--- src/rtl/corescore_reset_sequencer_pkg.sv ---
// Shared definitions for the core-array reset sequencer: state encoding
// (decoded by debug/status logic), loss counter sizing and width helper.
`timescale 1ns/1ps
package corescore_reset_sequencer_pkg;

  localparam int unsigned STATE_W    = 2;
  localparam int unsigned LOSS_CNT_W = 8;
  localparam logic [LOSS_CNT_W-1:0] LOSS_CNT_MAX = 8'hFF;

  typedef enum logic [STATE_W-1:0] {
    S_WAIT_LOCK = 2'd0,
    S_SETTLE    = 2'd1,
    S_RELEASE   = 2'd2,
    S_RUN       = 2'd3
  } state_t;

  // Width of a counter that must hold the larger of two cycle counts
  function automatic int unsigned cnt_width(input int unsigned a, input int unsigned b);
    int unsigned m;
    m = (a > b) ? a : b;
    return $clog2(m + 1);
  endfunction

endpackage

--- src/rtl/corescore_reset_sequencer_if.sv ---
// Sequencer <-> clock-generator / core-group signal bundle.
// CORESCORE_RSTSEQ_LOSSCNT_EN adds the lock-loss counter signal.
`timescale 1ns/1ps
interface corescore_reset_sequencer_if #(
  parameter int unsigned GROUPS = 4
);
  import corescore_reset_sequencer_pkg::*;

  logic              i_locked;
  logic [GROUPS-1:0] o_rst;
  logic              o_ready;
`ifdef CORESCORE_RSTSEQ_LOSSCNT_EN
  logic [LOSS_CNT_W-1:0] o_loss_cnt;

  modport master (input i_locked, output o_rst, output o_ready, output o_loss_cnt);
  modport slave  (output i_locked, input o_rst, input o_ready, input o_loss_cnt);
`else
  modport master (input i_locked, output o_rst, output o_ready);
  modport slave  (output i_locked, input o_rst, input o_ready);
`endif

endinterface

--- src/rtl/corescore_sync2.sv ---
// Two-flop synchronizer for a single asynchronous level input.
`timescale 1ns/1ps
module corescore_sync2 (
  input  logic i_clk,
  input  logic i_rst,
  input  logic i_d,
  output logic o_q
);

  logic meta;

  // Two back-to-back flops, both cleared by reset
  always_ff @(posedge i_clk or posedge i_rst) begin
    if (i_rst) begin
      meta <= 1'b0;
      o_q  <= 1'b0;
    end else begin
      meta <= i_d;
      o_q  <= meta;
    end
  end

endmodule

--- src/rtl/corescore_reset_sequencer.sv ---
// Staggered reset release for the SERV core array after PLL lock.
// Synchronizes lock, waits SETTLE_CYCLES, then releases one group every
// STAGGER cycles; any lock loss re-asserts all group resets.
// Optional: CORESCORE_RSTSEQ_LOSSCNT_EN enables the saturating lock-loss counter.
`timescale 1ns/1ps
module corescore_reset_sequencer
  import corescore_reset_sequencer_pkg::*;
#(
  parameter int unsigned GROUPS        = 4,
  parameter int unsigned SETTLE_CYCLES = 1024,
  parameter int unsigned STAGGER       = 16
) (
  input  logic                              i_clk,
  input  logic                              i_rst,
  corescore_reset_sequencer_if.master       bus
);

  localparam int unsigned CNT_W = cnt_width(SETTLE_CYCLES, STAGGER);
  localparam int unsigned GRP_W = $clog2(GROUPS) + 1;

  localparam logic [CNT_W-1:0] SETTLE_LAST  = CNT_W'(SETTLE_CYCLES - 1);
  localparam logic [CNT_W-1:0] STAGGER_LAST = CNT_W'(STAGGER - 1);
  localparam logic [GRP_W-1:0] GRP_LAST     = GRP_W'(GROUPS - 1);

  logic              locked_s;
  state_t            state_q, state_d;
  logic [CNT_W-1:0]  cnt_q, cnt_d;
  logic [GRP_W-1:0]  grp_q, grp_d;
  logic [GRP_W-1:0]  grp_inc;
  logic [GROUPS-1:0] rst_q, rst_d;
  logic              ready_q, ready_d;

  corescore_sync2 u_lock_sync (
    .i_clk (i_clk),
    .i_rst (i_rst),
    .i_d   (bus.i_locked),
    .o_q   (locked_s)
  );

  assign grp_inc = grp_q + GRP_W'(1);

  // State, counters and output registers
  always_ff @(posedge i_clk or posedge i_rst) begin
    if (i_rst) begin
      state_q <= S_WAIT_LOCK;
      cnt_q   <= '0;
      grp_q   <= '0;
      rst_q   <= '1;
      ready_q <= 1'b0;
    end else begin
      state_q <= state_d;
      cnt_q   <= cnt_d;
      grp_q   <= grp_d;
      rst_q   <= rst_d;
      ready_q <= ready_d;
    end
  end

  // Next state and next register values; lock loss overrides everything
  always_comb begin
    state_d = state_q;
    cnt_d   = cnt_q;
    grp_d   = grp_q;
    rst_d   = rst_q;
    ready_d = ready_q;

    if (state_q != S_WAIT_LOCK && !locked_s) begin
      state_d = S_WAIT_LOCK;
      cnt_d   = '0;
      grp_d   = '0;
      rst_d   = '1;
      ready_d = 1'b0;
    end else begin
      case (state_q)
        S_WAIT_LOCK: begin
          cnt_d   = '0;
          grp_d   = '0;
          rst_d   = '1;
          ready_d = 1'b0;
          if (locked_s) state_d = S_SETTLE;
        end
        S_SETTLE: begin
          if (cnt_q == SETTLE_LAST) begin
            state_d = S_RELEASE;
            cnt_d   = '0;
            grp_d   = '0;
          end else begin
            cnt_d = cnt_q + CNT_W'(1);
          end
        end
        S_RELEASE: begin
          // Group 0 still held means this is the first edge spent in RELEASE
          if (rst_q[0]) begin
            rst_d[0] = 1'b0;
            cnt_d    = '0;
            if (grp_q == GRP_LAST) begin
              state_d = S_RUN;
              ready_d = 1'b1;
            end
          end else if (cnt_q == STAGGER_LAST) begin
            cnt_d = '0;
            grp_d = grp_inc;
            rst_d = rst_q & ~(GROUPS'(1) << grp_inc);
            if (grp_inc == GRP_LAST) begin
              state_d = S_RUN;
              ready_d = 1'b1;
            end
          end else begin
            cnt_d = cnt_q + CNT_W'(1);
          end
        end
        S_RUN: begin
          state_d = S_RUN;
        end
        default: begin
          state_d = S_WAIT_LOCK;
          rst_d   = '1;
          ready_d = 1'b0;
        end
      endcase
    end
  end

  assign bus.o_rst   = rst_q;
  assign bus.o_ready = ready_q;

`ifdef CORESCORE_RSTSEQ_LOSSCNT_EN
  logic [LOSS_CNT_W-1:0] loss_q;
  logic                  abort_c;

  assign abort_c = (state_q != S_WAIT_LOCK) && !locked_s;

  // Saturating count of lock-loss aborts, cleared only by reset
  always_ff @(posedge i_clk or posedge i_rst) begin
    if (i_rst) begin
      loss_q <= '0;
    end else if (abort_c && loss_q != LOSS_CNT_MAX) begin
      loss_q <= loss_q + LOSS_CNT_W'(1);
    end
  end

  assign bus.o_loss_cnt = loss_q;
`endif

endmodule

--- src/flat_wrapper.sv ---
// flat-port wrapper written by rule: the top's interface ports become plain ports
module corescore_reset_sequencer_flat import corescore_reset_sequencer_pkg::*;
#(
  parameter int unsigned GROUPS        = 4,
  parameter int unsigned SETTLE_CYCLES = 1024,
  parameter int unsigned STAGGER       = 16
)
  (i_clk, i_rst, bus_i_locked, bus_o_rst, bus_o_ready);
  corescore_reset_sequencer_if #(.GROUPS(GROUPS)) bus_i ();
  input  logic i_clk;
  input  logic i_rst;
  input wire logic [$bits(bus_i.i_locked)-1:0] bus_i_locked;
  output wire logic [$bits(bus_i.o_rst)-1:0] bus_o_rst;
  output wire logic [$bits(bus_i.o_ready)-1:0] bus_o_ready;
  assign bus_i.i_locked = bus_i_locked;
  assign bus_o_rst = bus_i.o_rst;
  assign bus_o_ready = bus_i.o_ready;
  corescore_reset_sequencer #(.GROUPS(GROUPS), .SETTLE_CYCLES(SETTLE_CYCLES), .STAGGER(STAGGER)) u_core (.i_clk(i_clk), .i_rst(i_rst), .bus(bus_i));
endmodule
--- config.mk ---
export PLATFORM = sky130hd
export DESIGN_NAME = corescore_reset_sequencer_flat
export DESIGN_NICKNAME = d
export VERILOG_FILES = /design/src/rtl/corescore_reset_sequencer_pkg.sv /design/src/rtl/corescore_reset_sequencer_if.sv /design/src/rtl/corescore_sync2.sv /design/src/rtl/corescore_reset_sequencer.sv /design/src/flat_wrapper.sv
export SDC_FILE = /design/constraint.sdc
export NUM_CORES = 1
export LEC_CHECK = 0
export CORE_ASPECT_RATIO = 1.25
export CORE_UTILIZATION = 45
export DETAILED_ROUTE_END_ITERATION = 10
export GPL_ROUTABILITY_DRIVEN = 0
export PLACE_DENSITY = 0.75
export SLEW_MARGIN = 20
export SYNTH_ARGS = -nofsm -noshare
export SYNTH_HDL_FRONTEND = slang
export SYNTH_SLANG_ARGS = --single-unit
export TNS_END_PERCENT = 1
--- constraint.sdc ---
create_clock -name i_clk -period 2.3 [get_ports i_clk]
set_input_delay 0.345 -clock i_clk [delete_from_list [all_inputs] [get_ports i_clk]]
set_output_delay 0.345 -clock i_clk [all_outputs]
set_load 0.05 [all_outputs]
==> summary.txt <==
CLOCKING
-------------------------------------------------------------------------------------
Number of buffers added to fix hold violations after cts                            0
CTS HTree Levels                                                                    1
Buffer depth of the longest clock path                                              2
Clock insertion delay at the later pin of the skew report                      310 ps
Number of clock sinks                                                              23
Clock root buffer                                                            clkbuf_4
Clock tree from TritonCTS                                                        done
Clock slew at reported path FFs                                                130 ps
Total CTS buffers                                                                   3

YOSYS
-------------------------------------------------------------------------------------
Synthesized netlist cell count                                                    152
Number of enable-type register cells in the synthesized netlist                     0
Synth Flop Type                                                               dfrtp_1
Top cell type by total area after synthesis                                   dfrtp_1
Share of synthesized flip-flops with an asynchronous set or reset                100%
Syn Std Cell Area                                                            1380 µm²
Mapped Nets                                                                       165
Most instantiated library cell after synthesis                                dfrtp_1
Mean Syn Cell Area                                                           9.10 µm²
Commonest cells in the netlist                                           19 x dfrtp_1, 15 x nand2_1, 13 x inv_1, 13 x o21ai_0, 10 x ha_1
Cell types occupying the most area after synthesis                       dfrtp_1 34%, ha_1 9.0%, dfstp_2 7.6%, o21ai_0 4.7%, a21o_1 4.3%
Register area share after synthesis                                             42.0%
Post-synthesis register bit count                                                  23
Count of distinct cell types in the synthesized netlist                            40
Yosys synthesis warning count                                                       0
Post-synth top area share                                                       34.4%

POWER AND IR DROP
-------------------------------------------------------------------------------------
Combinational share of power                                                    49.6%
Overall power after layout                                                    1380 µW
Switching fraction of total power                                               44.7%
Maximum vdd drop                                                             0.596 mV
Clock share of power                                                            13.6%
Switching power                                                                616 µW
Static leakage                                                            0.000689 µW
Part of the total power dissipated in sequential elements                       36.9%
Ratio of total power to cell area                                          854 nW/µm²
Pint                                                                           762 µW

STA
-------------------------------------------------------------------------------------
Fraction of the cycle the final worst path needs                                 101%
Unrepaired setup endpoints after global routing                                   yes
Transition time at the pin with the least slew margin                          491 ps
Max transition margin                                                           67.1%
Minimum clock period                                                          2320 ps
Setup violators final                                                               1
TNS Setup                                                                    -22.4 ps
Worst-case setup margin in the final layout                                  -22.4 ps
Fin. max-slew vios                                                                  0
Final Hold Viols                                                                    0
Maximum clock frequency                                                       431 MHz
Layout Skew                                                                   4.96 ps

FLOORPLAN
-------------------------------------------------------------------------------------
Area of the die                                                              3300 µm²
Die X-Extent                                                                  51.6 µm
Effective utilization at floorplan                                              47.4%
Placeable core region                                                        2920 µm²
Number of ports placed on the die boundary                                          8
Number of rows in the core area                                                    22
Floorplan die height                                                          64.0 µm

ROUTE
-------------------------------------------------------------------------------------
Final antenna-violating net count                                                   0
Count of routing violations after the opening detailed-route iteration             29
Overall via count from detail_route                                              1202
Mean number of vias per cell                                                     5.89
Number of iterations in the first detailed-routing pass                             4
Detailed Route WL                                                             3170 µm
Routed length per placed instance                                             15.5 µm
DRC violations left                                                                 0

CRITICAL PATH
-------------------------------------------------------------------------------------
Critical R2R Launch                                                      u_core.grp_q[0]
Category of the worst setup path capture point                               register
Cell count of the worst reg-to-reg path                                             7
Minimum setup slack among reg-to-reg paths                                     -20 ps
Endpoint of the lowest-slack register-to-register path                   u_core.state_q[1]
Crit path DAT                                                                 2560 ps
Cell-by-cell trace of the critical path                                  ha_2 > ha_4 > or4bb_1 > or4_4 > a311oi_2 > a21oi_1 > o2bb2ai_1
Critical-path top delay cell                                                    or4_4
Maximum net fanout on the critical path                                             2
Type of origin of the critical path                                          register
Worst EP required                                                             2540 ps
Slowest Stage Delay on Critical Path                                           450 ps
Worst setup path class                                                   register to register

GLOBAL ROUTE
-------------------------------------------------------------------------------------
Gr ovfl total                                                                       0
Initial antenna violation count                                                     0
First-pass GRT wire length                                                    5660 µm
Via count of the first global-routing pass                                       1276
Global-route usage over all layers                                              22.4%
Pin count of the biggest net entering global routing                               16

PLACED DESIGN
-------------------------------------------------------------------------------------
Number of port buffers                                                              7
Placed wire-length estimate                                                   2340 µm

STATUS
-------------------------------------------------------------------------------------
Outcome                                                                  finished with violations
Failing checks                                                           negative setup slack

RUN
-------------------------------------------------------------------------------------
Max-cap viol count                                                                  0

FINISH
-------------------------------------------------------------------------------------
Layout Nets                                                                       182
Antenna Cells                                                                       0
Fraction of layout instances using a drive strength above 1                     16.7%
Layout overhead on the synthesized area                                         16.7%

WORST HOLD PATH
-------------------------------------------------------------------------------------
Classification of the worst-slack hold path                              input pin to async pin

## repair_timing
item | 4_1_cts | 5_1_grt
buffers inserted | 1 | 0
pin swaps | 2 | 4
resized for setup | 2 | 6
endpoints found under the setup margin | 2 | 7
## critical path, delay by kind of cell (launching register included)
| family | cells | cell delay, ps |
|---|---|---|
| DFF | 1 | 410 |
| adders and majority gates | 2 | 480 |
| AOI/OAI and AO/OA | 3 | 510 |
| and+or+nand+nor | 2 | 860 |
## per-layer routing
metal / GRT usage [%] / part of all wire, % / routed length (µm) / up-vias
met2: 38.8 / 55 / 1740 / 18
met4: 9.80 / 0.47 / 15 / 0
li1: - / - / - / 585
met3: 3.33 / 2.3 / 73 / 2
met5: 0 / 0 / 0 / -
met1: 26.6 / 42 / 1350 / 597
## layout by cell type (no fill, tap or decap), types with 4 or more instances in the layout
cell type         n
a21o_1            8
a21oi_1           8
buf_4             8
clkdlybuf4s50_1   7
dfrtp_1          19
dfstp_2           4
ha_1              7
inv_1            12
nand2_1          15
nand3_1           9
nand4_1           4
nor2_1            6
nor3_1            4
o21ai_0          13
## flip-flops by register name (all words and copies together), names as in the netlist
name	flops
u_core.state_q	2
u_core.bus.o_ready	1
u_core.u_lock_sync.meta	1
u_core.bus.o_rst	4
u_core.cnt_q	11
u_core.u_lock_sync.o_q	1
u_core.grp_q	3
## worst max path at each step
stage	slack (ps)	depth (start not counted)	start	endpoint
global route	-100	7	u_core.grp_q[0]	u_core.state_q[1]
finish	-20	7	u_core.grp_q[0]	u_core.state_q[1]
CTS	20	7	u_core.grp_q[0]	u_core.state_q[0]
floorplan	70	7	u_core.grp_q[0]	u_core.state_q[1]
detailed placement	-20	7	u_core.grp_q[0]	u_core.state_q[1]
global placement	60	7	u_core.grp_q[0]	u_core.state_q[1]
## logic make-up (layout without fill, tap and decap cells)
family	Yosys count	after routing	synth area share (%)
compound gates	48	48	23.2
fa+ha+maj	10	10	9.05
buf+inv	16	32	4.34
flops	23	23	42.0
simple gates	55	55	21.4
## through the flow
stage | std cells | hold WS [ps] | utilization, % | worst slack, ps | instance area, µm²
4_1_cts | 204 | 284 | 54.3 | 21.0 | 1580
3_5_place_dp | 199 | 342 | 52.7 | -20.7 | 1540
6_report | 204 | 284 | 55.3 | -22.4 | 1610
5_1_grt | 204 | 292 | 55.3 | -97.3 | 1610
2_1_floorplan | 152 | 331 | - | 73.2 | 1380
3_3_place_gp | 199 | 334 | 52.7 | 59.4 | 1540
## power groups by stage
| stage | combinational (µW) | sequential, µW | clock (µW) |
|---|---|---|---|
| floorplan | 429 | 553 | 0 |
| global placement | 634 | 512 | 0 |
| detailed placement | 661 | 516 | 0 |
| CTS | 681 | 508 | 201 |
| global route | 760 | 518 | 219 |
| finish | 683 | 508 | 187 |
## cell type report
class | count | area [µm²]
clock inverter | 1 | 5.00
inverter | 13 | 51.3
fill | 273 | 1300
clock buffer | 3 | 22.5
timing repair buffer | 15 | 130
sequential | 23 | 581
tap | 36 | 45.0
multi-input combinational | 113 | 779
Power figures use the tool's default switching activity.
